==> config.mk <==
export PLATFORM = sky130hd
export DESIGN_NAME = riscv_decode_stage
export DESIGN_NICKNAME = d
export VERILOG_FILES = /design/src/rtl/riscv_decode_stage.sv
export SDC_FILE = /design/constraint.sdc
export NUM_CORES = 1
export LEC_CHECK = 0
export BUFFER_PORTS_ARGS = -buffer_cell sky130_fd_sc_hd__buf_4
export CORE_ASPECT_RATIO = 0.75
export CORE_MARGIN = 1
export CORE_UTILIZATION = 35
export DETAILED_ROUTE_END_ITERATION = 10
export PLACE_DENSITY = 0.61
export SLEW_MARGIN = 30
export SYNTH_ARGS = -nofsm -noshare
export SYNTH_HDL_FRONTEND = slang
export SYNTH_SLANG_ARGS = --single-unit
==> constraint.sdc <==
create_clock -name clk_i -period 2.3 [get_ports clk_i]
set_input_delay 0.23 -clock clk_i [delete_from_list [all_inputs] [get_ports clk_i]]
set_output_delay 0.23 -clock clk_i [all_outputs]
set_load 0.005 [all_outputs]
==> src/rtl/riscv_decode_stage.sv <==
// RV32I decode stage with a 2-entry output skid buffer.
// Ports:
//   clk_i, arstn_i              clock, asynchronous active-low reset
//   flush_i                     drop buffered and incoming instructions
//   in_valid_i/in_ready_o       fetch-side handshake carrying instr_i/pc_i
//   out_valid_o/out_ready_i     execute-side handshake for the head entry
//   pc_o, instr_o, *_sel_o, alu_op_o, mem_*_o, gpr_we_a_o, wb_src_sel_o,
//   illegal_instr_o, branch/jal/jalr_o, csr_op_o, mret/ecall/ebreak_o
//                               decoded control of the head entry
module riscv_decode_stage #(
  parameter int unsigned PC_W          = 32,
  parameter bit          ENABLE_SYSTEM = 1'b1,
  parameter bit          ENABLE_FENCE  = 1'b1
) (
  input  logic            clk_i,
  input  logic            arstn_i,
  input  logic            flush_i,
  input  logic            in_valid_i,
  output logic            in_ready_o,
  input  logic [31:0]     instr_i,
  input  logic [PC_W-1:0] pc_i,
  output logic            out_valid_o,
  input  logic            out_ready_i,
  output logic [PC_W-1:0] pc_o,
  output logic [31:0]     instr_o,
  output logic [1:0]      ex_op_a_sel_o,
  output logic [2:0]      ex_op_b_sel_o,
  output logic [4:0]      alu_op_o,
  output logic            mem_req_o,
  output logic            mem_we_o,
  output logic [2:0]      mem_size_o,
  output logic            gpr_we_a_o,
  output logic [1:0]      wb_src_sel_o,
  output logic            illegal_instr_o,
  output logic            branch_o,
  output logic            jal_o,
  output logic            jalr_o,
  output logic [2:0]      csr_op_o,
  output logic            mret_o,
  output logic            ecall_o,
  output logic            ebreak_o
);

  localparam int unsigned DEPTH = 2;

  localparam logic [6:0] OPC_LOAD     = 7'h03;
  localparam logic [6:0] OPC_MISC_MEM = 7'h0f;
  localparam logic [6:0] OPC_OP_IMM   = 7'h13;
  localparam logic [6:0] OPC_AUIPC    = 7'h17;
  localparam logic [6:0] OPC_STORE    = 7'h23;
  localparam logic [6:0] OPC_OP       = 7'h33;
  localparam logic [6:0] OPC_LUI      = 7'h37;
  localparam logic [6:0] OPC_BRANCH   = 7'h63;
  localparam logic [6:0] OPC_JALR     = 7'h67;
  localparam logic [6:0] OPC_JAL      = 7'h6f;
  localparam logic [6:0] OPC_SYSTEM   = 7'h73;

  localparam logic [1:0] OP_A_RS1     = 2'd0;
  localparam logic [1:0] OP_A_CURR_PC = 2'd1;
  localparam logic [1:0] OP_A_ZERO    = 2'd2;

  localparam logic [2:0] OP_B_RS2   = 3'd0;
  localparam logic [2:0] OP_B_IMM_I = 3'd1;
  localparam logic [2:0] OP_B_IMM_S = 3'd2;
  localparam logic [2:0] OP_B_IMM_U = 3'd3;
  localparam logic [2:0] OP_B_INCR  = 3'd4;

  localparam logic [4:0] ALU_ADD = 5'b00000;
  localparam logic [4:0] ALU_SUB = 5'b01000;
  localparam logic [4:0] ALU_SRA = 5'b01101;

  localparam logic [2:0] LDST_B = 3'b000;

  localparam logic [1:0] WB_EX  = 2'd0;
  localparam logic [1:0] WB_LSU = 2'd1;
  localparam logic [1:0] WB_CSR = 2'd2;

  typedef struct packed {
    logic [PC_W-1:0] pc;
    logic [31:0]     instr;
    logic [1:0]      a_sel;
    logic [2:0]      b_sel;
    logic [4:0]      alu_op;
    logic            mem_req;
    logic            mem_we;
    logic [2:0]      mem_size;
    logic            gpr_we;
    logic [1:0]      wb_sel;
    logic            illegal;
    logic            branch;
    logic            jal;
    logic            jalr;
    logic [2:0]      csr_op;
    logic            mret;
    logic            ecall;
    logic            ebreak;
  } entry_t;

  logic [6:0] opcode;
  logic [2:0] funct3;
  logic [6:0] funct7;
  logic       illegal;
  entry_t     dec;

  assign opcode = instr_i[6:0];
  assign funct3 = instr_i[14:12];
  assign funct7 = instr_i[31:25];

  // Combinational decode of the incoming instruction.
  always_comb begin
    dec          = '0;
    illegal      = 1'b0;
    dec.pc       = pc_i;
    dec.instr    = instr_i;
    dec.a_sel    = OP_A_RS1;
    dec.b_sel    = OP_B_RS2;
    dec.alu_op   = ALU_ADD;
    dec.mem_size = LDST_B;
    dec.wb_sel   = WB_EX;
    case (opcode)
      OPC_LOAD: begin
        dec.mem_req  = 1'b1;
        dec.mem_size = funct3;
        dec.wb_sel   = WB_LSU;
        dec.gpr_we   = 1'b1;
        dec.b_sel    = OP_B_IMM_I;
        if (funct3 == 3'b011 || funct3[2:1] == 2'b11) illegal = 1'b1;
      end
      OPC_STORE: begin
        dec.mem_req  = 1'b1;
        dec.mem_we   = 1'b1;
        dec.mem_size = funct3;
        dec.b_sel    = OP_B_IMM_S;
        if (funct3[2] || funct3 == 3'b011) illegal = 1'b1;
      end
      OPC_OP_IMM: begin
        dec.b_sel  = OP_B_IMM_I;
        dec.gpr_we = 1'b1;
        dec.alu_op = {2'b00, funct3};
        if (funct3 == 3'b001 && funct7 != 7'h00) illegal = 1'b1;
        if (funct3 == 3'b101) begin
          if (funct7 == 7'h20)      dec.alu_op = ALU_SRA;
          else if (funct7 != 7'h00) illegal = 1'b1;
        end
      end
      OPC_OP: begin
        dec.gpr_we = 1'b1;
        dec.alu_op = {2'b00, funct3};
        if (funct7 == 7'h20) begin
          if (funct3 == 3'b000)      dec.alu_op = ALU_SUB;
          else if (funct3 == 3'b101) dec.alu_op = ALU_SRA;
          else                       illegal = 1'b1;
        end else if (funct7 != 7'h00) begin
          illegal = 1'b1;
        end
      end
      OPC_LUI: begin
        dec.a_sel  = OP_A_ZERO;
        dec.b_sel  = OP_B_IMM_U;
        dec.gpr_we = 1'b1;
      end
      OPC_AUIPC: begin
        dec.a_sel  = OP_A_CURR_PC;
        dec.b_sel  = OP_B_IMM_U;
        dec.gpr_we = 1'b1;
      end
      OPC_BRANCH: begin
        dec.alu_op = {2'b11, funct3};
        dec.b_sel  = OP_B_RS2;
        dec.branch = 1'b1;
        if (funct3[2:1] == 2'b01) illegal = 1'b1;
      end
      OPC_JAL: begin
        dec.jal    = 1'b1;
        dec.a_sel  = OP_A_CURR_PC;
        dec.b_sel  = OP_B_INCR;
        dec.gpr_we = 1'b1;
      end
      OPC_JALR: begin
        dec.jalr   = 1'b1;
        dec.a_sel  = OP_A_CURR_PC;
        dec.b_sel  = OP_B_INCR;
        dec.gpr_we = 1'b1;
        if (funct3 != 3'b000) illegal = 1'b1;
      end
      OPC_MISC_MEM: begin
        // FENCE retires as a NOP; FENCE.I and friends are not supported.
        if (!ENABLE_FENCE || funct3 != 3'b000) illegal = 1'b1;
      end
      OPC_SYSTEM: begin
        if (!ENABLE_SYSTEM) begin
          illegal = 1'b1;
        end else if (funct3 == 3'b000) begin
          case (instr_i)
            32'h0000_0073: dec.ecall  = 1'b1;
            32'h0010_0073: dec.ebreak = 1'b1;
            32'h3020_0073: dec.mret   = 1'b1;
            default:       illegal    = 1'b1;
          endcase
        end else if (funct3 == 3'b100) begin
          illegal = 1'b1;
        end else begin
          dec.csr_op = funct3;
          dec.gpr_we = 1'b1;
          dec.wb_sel = WB_CSR;
        end
      end
      default: illegal = 1'b1;
    endcase
    // Illegal encodings must not cause any side effect downstream.
    if (illegal) begin
      dec.a_sel    = OP_A_RS1;
      dec.b_sel    = OP_B_RS2;
      dec.alu_op   = ALU_ADD;
      dec.mem_req  = 1'b0;
      dec.mem_we   = 1'b0;
      dec.mem_size = LDST_B;
      dec.gpr_we   = 1'b0;
      dec.wb_sel   = WB_EX;
      dec.branch   = 1'b0;
      dec.jal      = 1'b0;
      dec.jalr     = 1'b0;
      dec.csr_op   = 3'b000;
      dec.mret     = 1'b0;
      dec.ecall    = 1'b0;
      dec.ebreak   = 1'b0;
    end
    dec.illegal = illegal;
  end

  entry_t     buf_q [DEPTH];
  logic       head_q;
  logic       tail_q;
  logic [1:0] count_q;
  logic [1:0] count_d;
  logic       in_ready_q;
  logic       out_valid_q;
  logic       push;
  logic       pop;

  assign push = in_valid_i && in_ready_q;
  assign pop  = out_valid_q && out_ready_i;

  // Occupancy after this edge; flush wins over push and pop.
  always_comb begin
    count_d = count_q;
    if (flush_i)           count_d = 2'd0;
    else if (push && !pop) count_d = count_q + 2'd1;
    else if (pop && !push) count_d = count_q - 2'd1;
  end

  // Skid buffer storage and pointers; ready/valid are registered from count_d.
  always_ff @(posedge clk_i or negedge arstn_i) begin
    if (!arstn_i) begin
      buf_q[0]    <= '0;
      buf_q[1]    <= '0;
      head_q      <= 1'b0;
      tail_q      <= 1'b0;
      count_q     <= 2'd0;
      in_ready_q  <= 1'b1;
      out_valid_q <= 1'b0;
    end else begin
      count_q     <= count_d;
      in_ready_q  <= (count_d != 2'd2);
      out_valid_q <= (count_d != 2'd0);
      if (flush_i) begin
        head_q <= 1'b0;
        tail_q <= 1'b0;
      end else begin
        if (push) begin
          buf_q[tail_q] <= dec;
          tail_q        <= ~tail_q;
        end
        if (pop) head_q <= ~head_q;
      end
    end
  end

  entry_t head;
  assign head = buf_q[head_q];

  assign in_ready_o      = in_ready_q;
  assign out_valid_o     = out_valid_q;
  assign pc_o            = head.pc;
  assign instr_o         = head.instr;
  assign ex_op_a_sel_o   = head.a_sel;
  assign ex_op_b_sel_o   = head.b_sel;
  assign alu_op_o        = head.alu_op;
  assign mem_req_o       = head.mem_req;
  assign mem_we_o        = head.mem_we;
  assign mem_size_o      = head.mem_size;
  assign gpr_we_a_o      = head.gpr_we;
  assign wb_src_sel_o    = head.wb_sel;
  assign illegal_instr_o = head.illegal;
  assign branch_o        = head.branch;
  assign jal_o           = head.jal;
  assign jalr_o          = head.jalr;
  assign csr_op_o        = head.csr_op;
  assign mret_o          = head.mret;
  assign ecall_o         = head.ecall;
  assign ebreak_o        = head.ebreak;

endmodule

==> metrics.log <==
INFO  metric outcome = completed
INFO  metric cts-htree-levels = 4
INFO  metric floorplan.io_pins = 163
INFO  metric insertion_delay = 0.44 ns
INFO  metric finalCritPeriodShare = 0.943
INFO  metric worst_min_delay_path_class = input port to flop
INFO  metric die_h = 139 um
INFO  metric skew = between 0.01 and 0.015 ns
INFO  metric route.detailed.drc = 0
INFO  metric die_w = 184 um
INFO  metric critPathCaptureType = flop
INFO  metric power_per_cell_area = 1040 nW/um^2
INFO  metric clock_sink_count = 190
INFO  metric diodes = 0
INFO  metric coreArea = ~24000 sq um
INFO  metric register_area = roughly 4800 sq um
INFO  metric cp-start-kind = input port
INFO  metric postSynth.asyncResetShare = 1.00
INFO  metric power_leakage = between 5 and 6 nW
INFO  metric postSynthRegisterBits = between 150 and 200
INFO  metric synthesis.area = 8740 sq um
INFO  metric totalNegativeSetupSlack = 0 ns
INFO  metric grt.overflow.total = 0
INFO  metric vias = between 7000 and 8000
INFO  metric timing_hold_violations_final = 0
INFO  metric ys_dominant_reg_cell = dfrtp_1
INFO  metric min_period = between 2 and 2.5 ns
INFO  metric synthesis.instances = about 950
INFO  metric report.final.setup_viol = 0
INFO  metric cp.arrival = 2.53 ns
INFO  metric gr-usage-all-layers = 0.194
INFO  metric postRouteWirelength = approximately 24000 um
INFO  metric grt_antenna_before_repair = 0
INFO  metric cp_max_fo = 7
INFO  metric viasPerCell = 4.77
INFO  metric final_cell_mix = nand2_1, dfrtp_1, buf_4, mux2_2, dlygate4sd3_1
INFO  metric timing_worst_slew_pin_value = approximately 0.87 ns
INFO  metric syn_nets = a little over 1000
INFO  metric rsz0062_at_grt = no
INFO  metric cts_tree = yes
INFO  metric clock_tree.buffer_depth = 2
INFO  metric postLayoutCoreUtil = 0.474
INFO  metric max-cap-violations = 0
INFO  metric slew_headroom = 0.419
INFO  metric multiInputGateArea = ~3800 sq um
INFO  metric synth-warning-count = 0
INFO  metric share_of_post_route_cells_with_drive_strength_above_1 = 0.292
INFO  metric pin_count_of_the_biggest_net_entering_global_routing = 79
INFO  metric clk_transition_reported_paths = about 0.07 ns
INFO  metric synth_sequential_area_ratio = 0.544
INFO  metric syn2layout_area_growth = 31.5%
INFO  metric fmaxAchievable = about 460 MHz
INFO  metric tritoncts.num_buffers = 17
INFO  metric routed_wire_length_per_instance = approximately 16 um
INFO  metric num-nets-final = approximately 1200
INFO  metric detailed_place_hpwl = 15600 um
INFO  metric dieArea = roughly 26000 sq um
INFO  metric synth_edf_count = 0
INFO  metric critPathRequiredTime = 2.66 ns
INFO  metric gpl.final_weighted_congestion = roughly 0.8
INFO  metric post_synth_num_cell_types = 49
INFO  metric placementRows = 49
INFO  metric synth_area_per_cell = between 9 and 10 sq um
INFO  metric dr.first_iter.drc_count = between 500 and 600
INFO  metric firstDrtPassIters = 4
INFO  metric placement.io_buffers = approximately 160
INFO  metric cts_root_buf = clkbuf_16
INFO  metric first_pass_grt_wire_length = roughly 39000 um
INFO  metric layout.cells.most_common = nand2_1
INFO  metric initial_core_util = 0.361
INFO  metric final_antenna_net_count = 0
INFO  metric number_of_global_route_vias_before_repair = roughly 7100
INFO  metric worst_ir_drop_vdd = ~0.58 mV
INFO  metric fillerInstances = between 2000 and 2500
INFO  metric slew_violations = 0
INFO  metric category_of_the_critical_setup_timing_path = input port to flop
## per-stage QoR
step           setup WS [ns]  hold WS (ns)  total power, W  instances  instance area, sq um
2_1_floorplan          0.599       -0.0656         0.00701        953                  8740
3_5_place_dp           0.126         0.286         0.00891       1409                 10400
6_report               0.132        0.0239          0.0119       1490                 11500
5_1_grt               0.0255       0.00979          0.0128       1490                 11500
3_3_place_gp           0.147         0.290         0.00882       1409                 10400
4_1_cts               0.0380       0.00285          0.0121       1490                 11500
## cell usage after synthesis, types with 2 or more instances
cell	number	area, sq um
a21oi_1	3	15.0
and3_1	2	12.5
buf_1	2	7.51
buf_2	5	25.0
buf_6	3	33.8
clkbuf_1	49	184
dfrtp_1	189	4730
inv_1	3	11.3
mux2_2	92	1040
nand2_1	461	1730
nand2b_1	3	18.8
nand3_1	6	30.0
nand3_2	2	20.0
nand3b_1	3	22.5
nand4_1	3	18.8
nor2_1	14	52.6
nor2b_1	4	25.0
nor3_1	8	40.0
nor4_1	4	25.0
o21ai_0	43	215
o21ai_1	5	25.0
o21ai_2	15	131
o22a_1	2	17.5
o31ai_1	4	30.0
or2_2	2	12.5
xnor2_1	2	17.5
xor2_1	2	17.5
## worst max-delay path, cell delays in order
cell	delay, ns
dlygate4sd3_1	0.54
buf_4	0.15
nor4_2	0.39
nand3_2	0.24
o311ai_4	0.37
nand3_2	0.24
buf_4	0.25
o21ai_2	0.12
## registers in the layout (all words and copies together) (netlist names)
name and count:
buf_q 184, count_q 2, head_q 1, in_ready_o 1
out_valid_o 1, tail_q 1
## timing repair
| action | CTS | global route |
|---|---|---|
| gates resized for setup | 0 | 2 |
| hold buffers | 49 | 0 |
| endpoints found under the hold margin | 155 | 0 |
| endpoints found under the setup margin | 0 | 9 |
| setup buffers | 0 | 0 |
## power by group
group	internal, W	leakage [nW]	switching, W
Sequential	0.00445	2.44	0.000561
Combinational	0.00204	2.99	0.00185
Clock	0.00156	0.292	0.00146
## layout make-up
class	count	share of cell area
repair buffers	233	0.170
clock buffers	17	0.0370
clock inverters	15	0.0147
flip-flops and latches	190	0.414
inverters	3	0.000980
well taps	331	0.0361
multi-input cells	701	0.327
## metal layers
layer  up-vias  global-route usage  wire length (um)
met1      3428               0.281             11800
met2       170               0.278             10100
met4         0              0.0474               334
met3        23              0.0654              1670
li1       3480                   -                 -
met5         -                   0                 0
## cells by family after synthesis
kind of cell,after synthesis,synth area share
xor gates and xnor gates,4,0.00401
and+or+nand+nor,523,0.243
AOI/OAI and AO/OA,82,0.0599
buffers and inverters,62,0.0299
DFF,190,0.544
muxes,92,0.119
## worst paths after layout
path,end,start,cells past startpoint,slack [ns]
setup reg to reg,buf_q[21],in_ready_o,6,0.38
hold reg to reg,buf_q[152],buf_q[152],2,0.47
hold / removal,buf_q[141],instr_i[21],3,0.02
max in group asynchronous,buf_q[1],arstn_i,3,1.23
setup / recovery,buf_q[21],instr_i[25],8,0.13
min in group asynchronous,buf_q[21],arstn_i,2,0.37
Power figures use the tool's default switching activity.
